**config.mk**
```make
export PLATFORM = sky130hd
export DESIGN_NAME = riscv_if_fetch_queue
export DESIGN_NICKNAME = d
export VERILOG_FILES = /design/src/rtl/riscv_if_fetch_queue.sv
export SDC_FILE = /design/constraint.sdc
export NUM_CORES = 1
export LEC_CHECK = 0
export BUFFER_PORTS_ARGS = -buffer_cell sky130_fd_sc_hd__buf_2
export CAP_MARGIN = 0
export CORE_MARGIN = 3
export CORE_UTILIZATION = 30
export DETAILED_ROUTE_END_ITERATION = 12
export GPL_ROUTABILITY_DRIVEN = 0
export RECOVER_POWER = 100
export SYNTH_ARGS = -nofsm -noshare
export SYNTH_HDL_FRONTEND = slang
export SYNTH_SLANG_ARGS = --single-unit
```
**constraint.sdc**
```tcl
create_clock -name clk -period 10.4 [get_ports clk]
set_clock_uncertainty 0.1 [all_clocks]
set_input_delay 1.56 -clock clk [delete_from_list [all_inputs] [get_ports clk]]
set_output_delay 1.56 -clock clk [all_outputs]
set_load 0.02 [all_outputs]
```
**src/rtl/riscv_if_fetch_queue.sv**
```systemverilog
// Instruction fetch stage: ICACHE prefetch queue, RVC/32-bit realignment
// and IF/ID pipeline registers, with redirect handling during misses.
module riscv_if_fetch_queue #(
    parameter int unsigned     PC_W     = 32,
    parameter int unsigned     DEPTH    = 4,
    parameter logic [PC_W-1:0] RESET_PC = '0,
    parameter logic [31:0]     NOP      = 32'h00000013
) (
    input  logic                     clk,
    input  logic                     rst,
    input  logic                     stall,
    input  logic                     flush,
    input  logic                     redirect_valid,
    input  logic [PC_W-1:0]          redirect_pc,
    input  logic                     icache_stall,
    output logic                     icache_ren,
    output logic [PC_W-3:0]          icache_addr,
    input  logic [31:0]              icache_rdata,
    output logic [31:0]              inst_ppl,
    output logic [PC_W-1:0]          pc_ppl,
    output logic                     compressed_ppl,
    output logic                     valid_ppl,
    output logic [PC_W-1:0]          pc,
    output logic [$clog2(DEPTH):0]   queue_count
);

    localparam int unsigned AW = $clog2(DEPTH);
    localparam int unsigned CW = AW + 1;
    localparam int unsigned FW = PC_W - 2;

    typedef enum logic {RUN, DRAIN} state_t;

    state_t          state;
    logic [31:0]     mem [DEPTH];
    logic [AW-1:0]   rd_ptr;
    logic [AW-1:0]   wr_ptr;
    logic            hoff;
    logic [FW-1:0]   fwa;
    logic [FW-1:0]   drain_addr;
    logic            req_pend;

    logic            accept;
    logic            push;
    logic [31:0]     w0;
    logic [31:0]     w1;
    logic [15:0]     half;
    logic            is_rvc;
    logic            ready;
    logic            adv;
    logic            pop;
    logic [31:0]     inst;
    logic            unused_pc0;

    assign unused_pc0 = redirect_pc[0];

    // Request is held while a stalled access is outstanding.
    always_comb begin
        icache_ren = 1'b0;
        if (rst) begin
            icache_ren = 1'b0;
        end else if (state == DRAIN) begin
            icache_ren = 1'b1;
        end else begin
            icache_ren = req_pend ||
                ((queue_count < CW'(DEPTH)) && !redirect_valid);
        end
    end

    assign icache_addr = (state == DRAIN) ? drain_addr : fwa;
    assign accept      = icache_ren && !icache_stall;
    assign push        = accept && (state == RUN) && !redirect_valid;

    assign w0     = mem[rd_ptr];
    assign w1     = mem[rd_ptr + AW'(1)];
    assign half   = hoff ? w0[31:16] : w0[15:0];
    assign is_rvc = (half[1:0] != 2'b11);

    // Realign the head instruction and decide whether it is complete.
    always_comb begin
        inst  = w0;
        ready = 1'b0;
        if (is_rvc) begin
            inst  = {16'h0000, half};
            ready = (queue_count != '0);
        end else if (hoff) begin
            inst  = {w1[15:0], w0[31:16]};
            ready = (queue_count >= CW'(2));
        end else begin
            inst  = w0;
            ready = (queue_count != '0);
        end
    end

    assign adv = ready && !stall && !redirect_valid;
    assign pop = adv && (hoff || !is_rvc);

    // Queue storage; contents need no reset since count gates use.
    always_ff @(posedge clk) begin
        if (push) begin
            mem[wr_ptr] <= icache_rdata;
        end
    end

    // Queue pointers, occupancy, fetch pointer and decode PC.
    always_ff @(posedge clk or posedge rst) begin
        if (rst) begin
            rd_ptr      <= '0;
            wr_ptr      <= '0;
            queue_count <= '0;
            hoff        <= RESET_PC[1];
            pc          <= {RESET_PC[PC_W-1:1], 1'b0};
            fwa         <= RESET_PC[PC_W-1:2];
            req_pend    <= 1'b0;
        end else begin
            req_pend <= icache_ren && icache_stall;
            if (redirect_valid) begin
                rd_ptr      <= '0;
                wr_ptr      <= '0;
                queue_count <= '0;
                hoff        <= redirect_pc[1];
                pc          <= {redirect_pc[PC_W-1:1], 1'b0};
                fwa         <= redirect_pc[PC_W-1:2];
            end else begin
                if (push) begin
                    wr_ptr <= wr_ptr + AW'(1);
                    fwa    <= fwa + FW'(1);
                end
                if (pop) begin
                    rd_ptr <= rd_ptr + AW'(1);
                end
                queue_count <= queue_count + CW'(push) - CW'(pop);
                if (adv) begin
                    pc   <= pc + (is_rvc ? PC_W'(2) : PC_W'(4));
                    hoff <= is_rvc ? ~hoff : hoff;
                end
            end
        end
    end

    // Fetch FSM: a redirected stalled request is drained and dropped.
    always_ff @(posedge clk or posedge rst) begin
        if (rst) begin
            state      <= RUN;
            drain_addr <= '0;
        end else begin
            unique case (state)
                RUN: begin
                    if (redirect_valid && icache_ren && icache_stall) begin
                        state      <= DRAIN;
                        drain_addr <= fwa;
                    end
                end
                DRAIN: begin
                    if (!icache_stall) begin
                        state <= RUN;
                    end
                end
                default: state <= RUN;
            endcase
        end
    end

    // IF/ID registers: hold on stall, bubble when nothing can issue.
    always_ff @(posedge clk or posedge rst) begin
        if (rst) begin
            inst_ppl       <= NOP;
            pc_ppl         <= '0;
            compressed_ppl <= 1'b0;
            valid_ppl      <= 1'b0;
        end else if (!stall) begin
            if (flush || !ready || redirect_valid) begin
                inst_ppl       <= NOP;
                pc_ppl         <= pc;
                compressed_ppl <= 1'b0;
                valid_ppl      <= 1'b0;
            end else begin
                inst_ppl       <= inst;
                pc_ppl         <= pc;
                compressed_ppl <= is_rvc;
                valid_ppl      <= 1'b1;
            end
        end
    end

endmodule

```
==> impl_metrics.csv <==
group,metric,value,unit
worst_setup_path,crit_chain,"buf_2 -> clkbuf_1 -> o21bai_1 -> nand2_1 -> nor2_1 -> and2_0",
route,drc,0,
sta,relSlewSlack,-210.9,%
synthesis,synth.avg_cell_area,13.60,sq um
route,avgViaCountPerCell,4.968,
layout,fin_cells,1781,
worst_setup_path,startpoint,"redirect_valid",
power,p_switching,0.8421,mW
worst_setup_path,cp_slowest_cell,"clkbuf_1",
synthesis,synth_edf_count,128,
sta,fin_crit_sh,62.80,%
floorplanning,start_util,30.69,%
worst_setup_path,crit_family,"buffers and inverters",
clocking,clk_path_buf_depth,3,
sta,maxSlewViolCount,473,
worst_setup_path,path_max_fanout,64,
floorplanning,fp.dieW,217.1,um
layout,areaGrowthSynthToFinish,18.63,%
floorplanning,die-height,217.1,um
worst_setup_path,ff2ff_setup_slack,5.63,ns
grt,grt_max_degree,96,
run_status,outcome,"finished with violations",
placed_design,port_buffers,198,
synthesis,synthArstFlopShare,56.46,%
worst_setup_path,r2r-end,"mem[3][30]",
worst_setup_path,end_kind,"flop",
layout,final_cell_area,0.01585,sq mm
power,power_density,193.3,mW/mm^2
power,seq_power_share,45.2,%
clocking,numCtsBuffers,36,
power,clockPowerShare,40.0,%
synthesis,synth.cell_area,0.01336,sq mm
worst_setup_path,path_depth,6,
layout,drive_above_1_share,19.85,%
floorplanning,rows,76,
route,ant_nets,0,
hold_path,holdCritPathClass,"flop to flop",
layout,fin_util,36.40,%
sta,tightest_slew,4.638,ns
floorplanning,die_area,0.04712,sq mm
sta,fin_crit,6.532,ns
synthesis,yosysTopAreaCell,"dfrtp_1",
clocking,tritoncts,"yes",
clocking,htree_levels,2,
synthesis,yosys_warnings,0,
route,first_pass_iters,5,
synthesis,ys.flop_type,"dfrtp_1",
clocking,cts_sinks,294,
grt,grt_usage,14.90,%
synthesis,synth_cell_types,62,
clocking,cts_root_buffer,"clkbuf_16",
synthesis,yosysSeqAreaShare,59.87,%
route,wl_per_cell,19.89,um
placed_design,placedInstanceArea,0.01493,sq mm
layout,fill_cells,4316,
worst_setup_path,worst_setup_path_start_kind,"primary input",
synthesis,synth_cells,983,
job,cap_violations,10,
clocking,cts_setup_buffers,0,
sta,fin_hold_ws,0.3825,ns
placed_design,placedCellCount,1719,
worst_setup_path,worst-r2r-cell-count,5,
sta,finalSetupViolations,0,
synthesis,ys_ff_latch,294,
power,p_leak,5.840,nW
worst_setup_path,reg2reg_from,"state",
sta,hold_violations,0,
worst_setup_path,cp-endpoint,"mem[3][30]",
floorplanning,io_pins,202,
power,p_int,2.222,mW
grt,grt_pass1_wl,54190,um
route,dr.first_iter.drc_count,546,
clocking,hold_buffers,0,
clocking,clkLatencyLatePin,0.55,ns
worst_setup_path,cpPeakStageDelay,2.20,ns
power,max-vdd-ir-drop,0.1448,mV
grt,antenna_found_initial,7,
sta,tns,0,ns
worst_setup_path,worst-setup-path-type,"primary input to flop",
sta,fmax,0.1531,GHz
power,switching_share,27.48,%
layout,final_nets,1253,
synthesis,synth.area.top_cells,"dfrtp_1 31%, edfxtp_1 29%, mux4_2 7.8%",
worst_setup_path,crit_buf_inv,2,
sta,rsz0062_at_grt,"false",
route,wl,35420,um
grt,grt_pass1_vias,8836,
clocking,ctsResizeCount,0,
worst_setup_path,critPathRequiredTime,10.16,ns
floorplanning,core-area,0.04355,sq mm
synthesis,synth_top_area_share,30.52,%
power,pwr-share-comb,14.8,%
clocking,cts.reportedPaths.clkPinSlew,0.05,ns
grt,overflow,0,
placed_design,dp_hpwl,23280,um
run_status,violations,"capacitance limit, slew limit",
route,vias,8848,
worst_setup_path,cp.arrival,6.29,ns
how the worst min path moves through the flow:
stage / start / to / slack [ns] / cells after the start
floorplan: drain_addr[0] / drain_addr[0] / 0.37 / 1
global placement: pc_ppl[1] / pc_ppl[1] / 0.36 / 2
detailed placement: pc_ppl[8] / pc_ppl[8] / 0.37 / 2
CTS: pc_ppl[8] / pc_ppl[8] / 0.38 / 2
global route: inst_ppl[12] / inst_ppl[12] / 0.41 / 2
finish: pc_ppl[9] / pc_ppl[9] / 0.38 / 2
cell families after synthesis:
logic type | after synthesis | share of synthesized area [%]
and+or+nand+nor | 233 | 8.894
adders and majority gates | 11 | 1.086
AOI/OAI and AO/OA | 151 | 7.228
xor gates and xnor gates | 36 | 2.359
other | 1 | 0.02806
DFF | 294 | 59.87
muxes | 169 | 17.75
buffers and inverters | 88 | 2.781
registers in the layout, summed over array words and instances (netlist names):
signal and flops:
inst_ppl 32, wr_ptr 2, state 1, compressed_ppl 1
queue_count 3, valid_ppl 1, fwa 30, req_pend 1
hoff 1, drain_addr 30, rd_ptr 2, pc_ppl 31
pc 31, mem 128
area by class of cell:
type,count,area (sq um),area share [%]
diodes,2,5.005,0.03157
clock buffers,45,997.2,6.290
clock inverters,15,151.4,0.9549
inverters,29,110.1,0.6945
multi-input cells,602,5000,31.54
flip-flops and latches,294,8004,50.49
well taps,585,732.0,4.617
repair buffers,209,854.6,5.390
per-stage QoR:
stage	worst slack, ns	total power [mW]
2_1_floorplan	4.255	1.714
3_3_place_gp	5.911	1.866
4_1_cts	5.882	3.120
5_1_grt	3.315	3.207
3_5_place_dp	5.883	1.879
6_report	3.868	3.064
synth_stat cells, drive strengths merged (6+ instances only):
| library cell | number |
|---|---|
| xor2 | 22 |
| mux2 | 84 |
| buf | 24 |
| o31a | 6 |
| edfxtp | 128 |
| clkbuf | 35 |
| a21boi | 9 |
| and2 | 12 |
| a211oi | 9 |
| mux4 | 46 |
| xnor2 | 14 |
| nand2b | 13 |
| dfrtp | 163 |
| nand2 | 62 |
| mux2i | 39 |
| nor2 | 45 |
| a31oi | 13 |
| a21oi | 30 |
| ha | 10 |
| o21ai | 49 |
| nor3 | 15 |
| and3 | 18 |
| inv | 29 |
| nand4 | 20 |
| nand3 | 18 |
| and4 | 6 |
worst reg2reg max path: stages, from the launching register on:
cell	delay, ns
dfrtp_1	0.36
clkbuf_1	0.70
nor3_1	0.56
nand2_1	0.31
nor2_1	0.31
and2_0	1.95
layer usage:
metal / global-route usage [%] / vias to the layer above / wire, um
li1: - / 4068 / -
met1: 19.74 / 4453 / 15630
met2: 24.03 / 265 / 16520
met3: 4.161 / 54 / 2560
met4: 4.240 / 8 / 657
met5: 0 / - / 51
power by group through the flow:
stage               clock network [mW]  logic [mW]  registers (mW)
global route                      1.31       0.496            1.40
detailed placement                   0       0.474            1.40
floorplan                            0       0.287            1.43
CTS                               1.26       0.476            1.38
finish                            1.23       0.452            1.39
global placement                     0       0.466            1.40
layout by cell type (no fill, tap or decap), types with 30 or more instances in the layout:
master and count:
dfrtp_1 161, nor2_1 45, mux4_2 46, clkbuf_16 38, buf_2 38, edfxtp_1 128
clkbuf_1 170, a21oi_1 30, o21ai_0 48, nand2_1 62, mux2_2 81, mux2i_1 39
No activity file was read; power rests on OpenSTA's default activity.
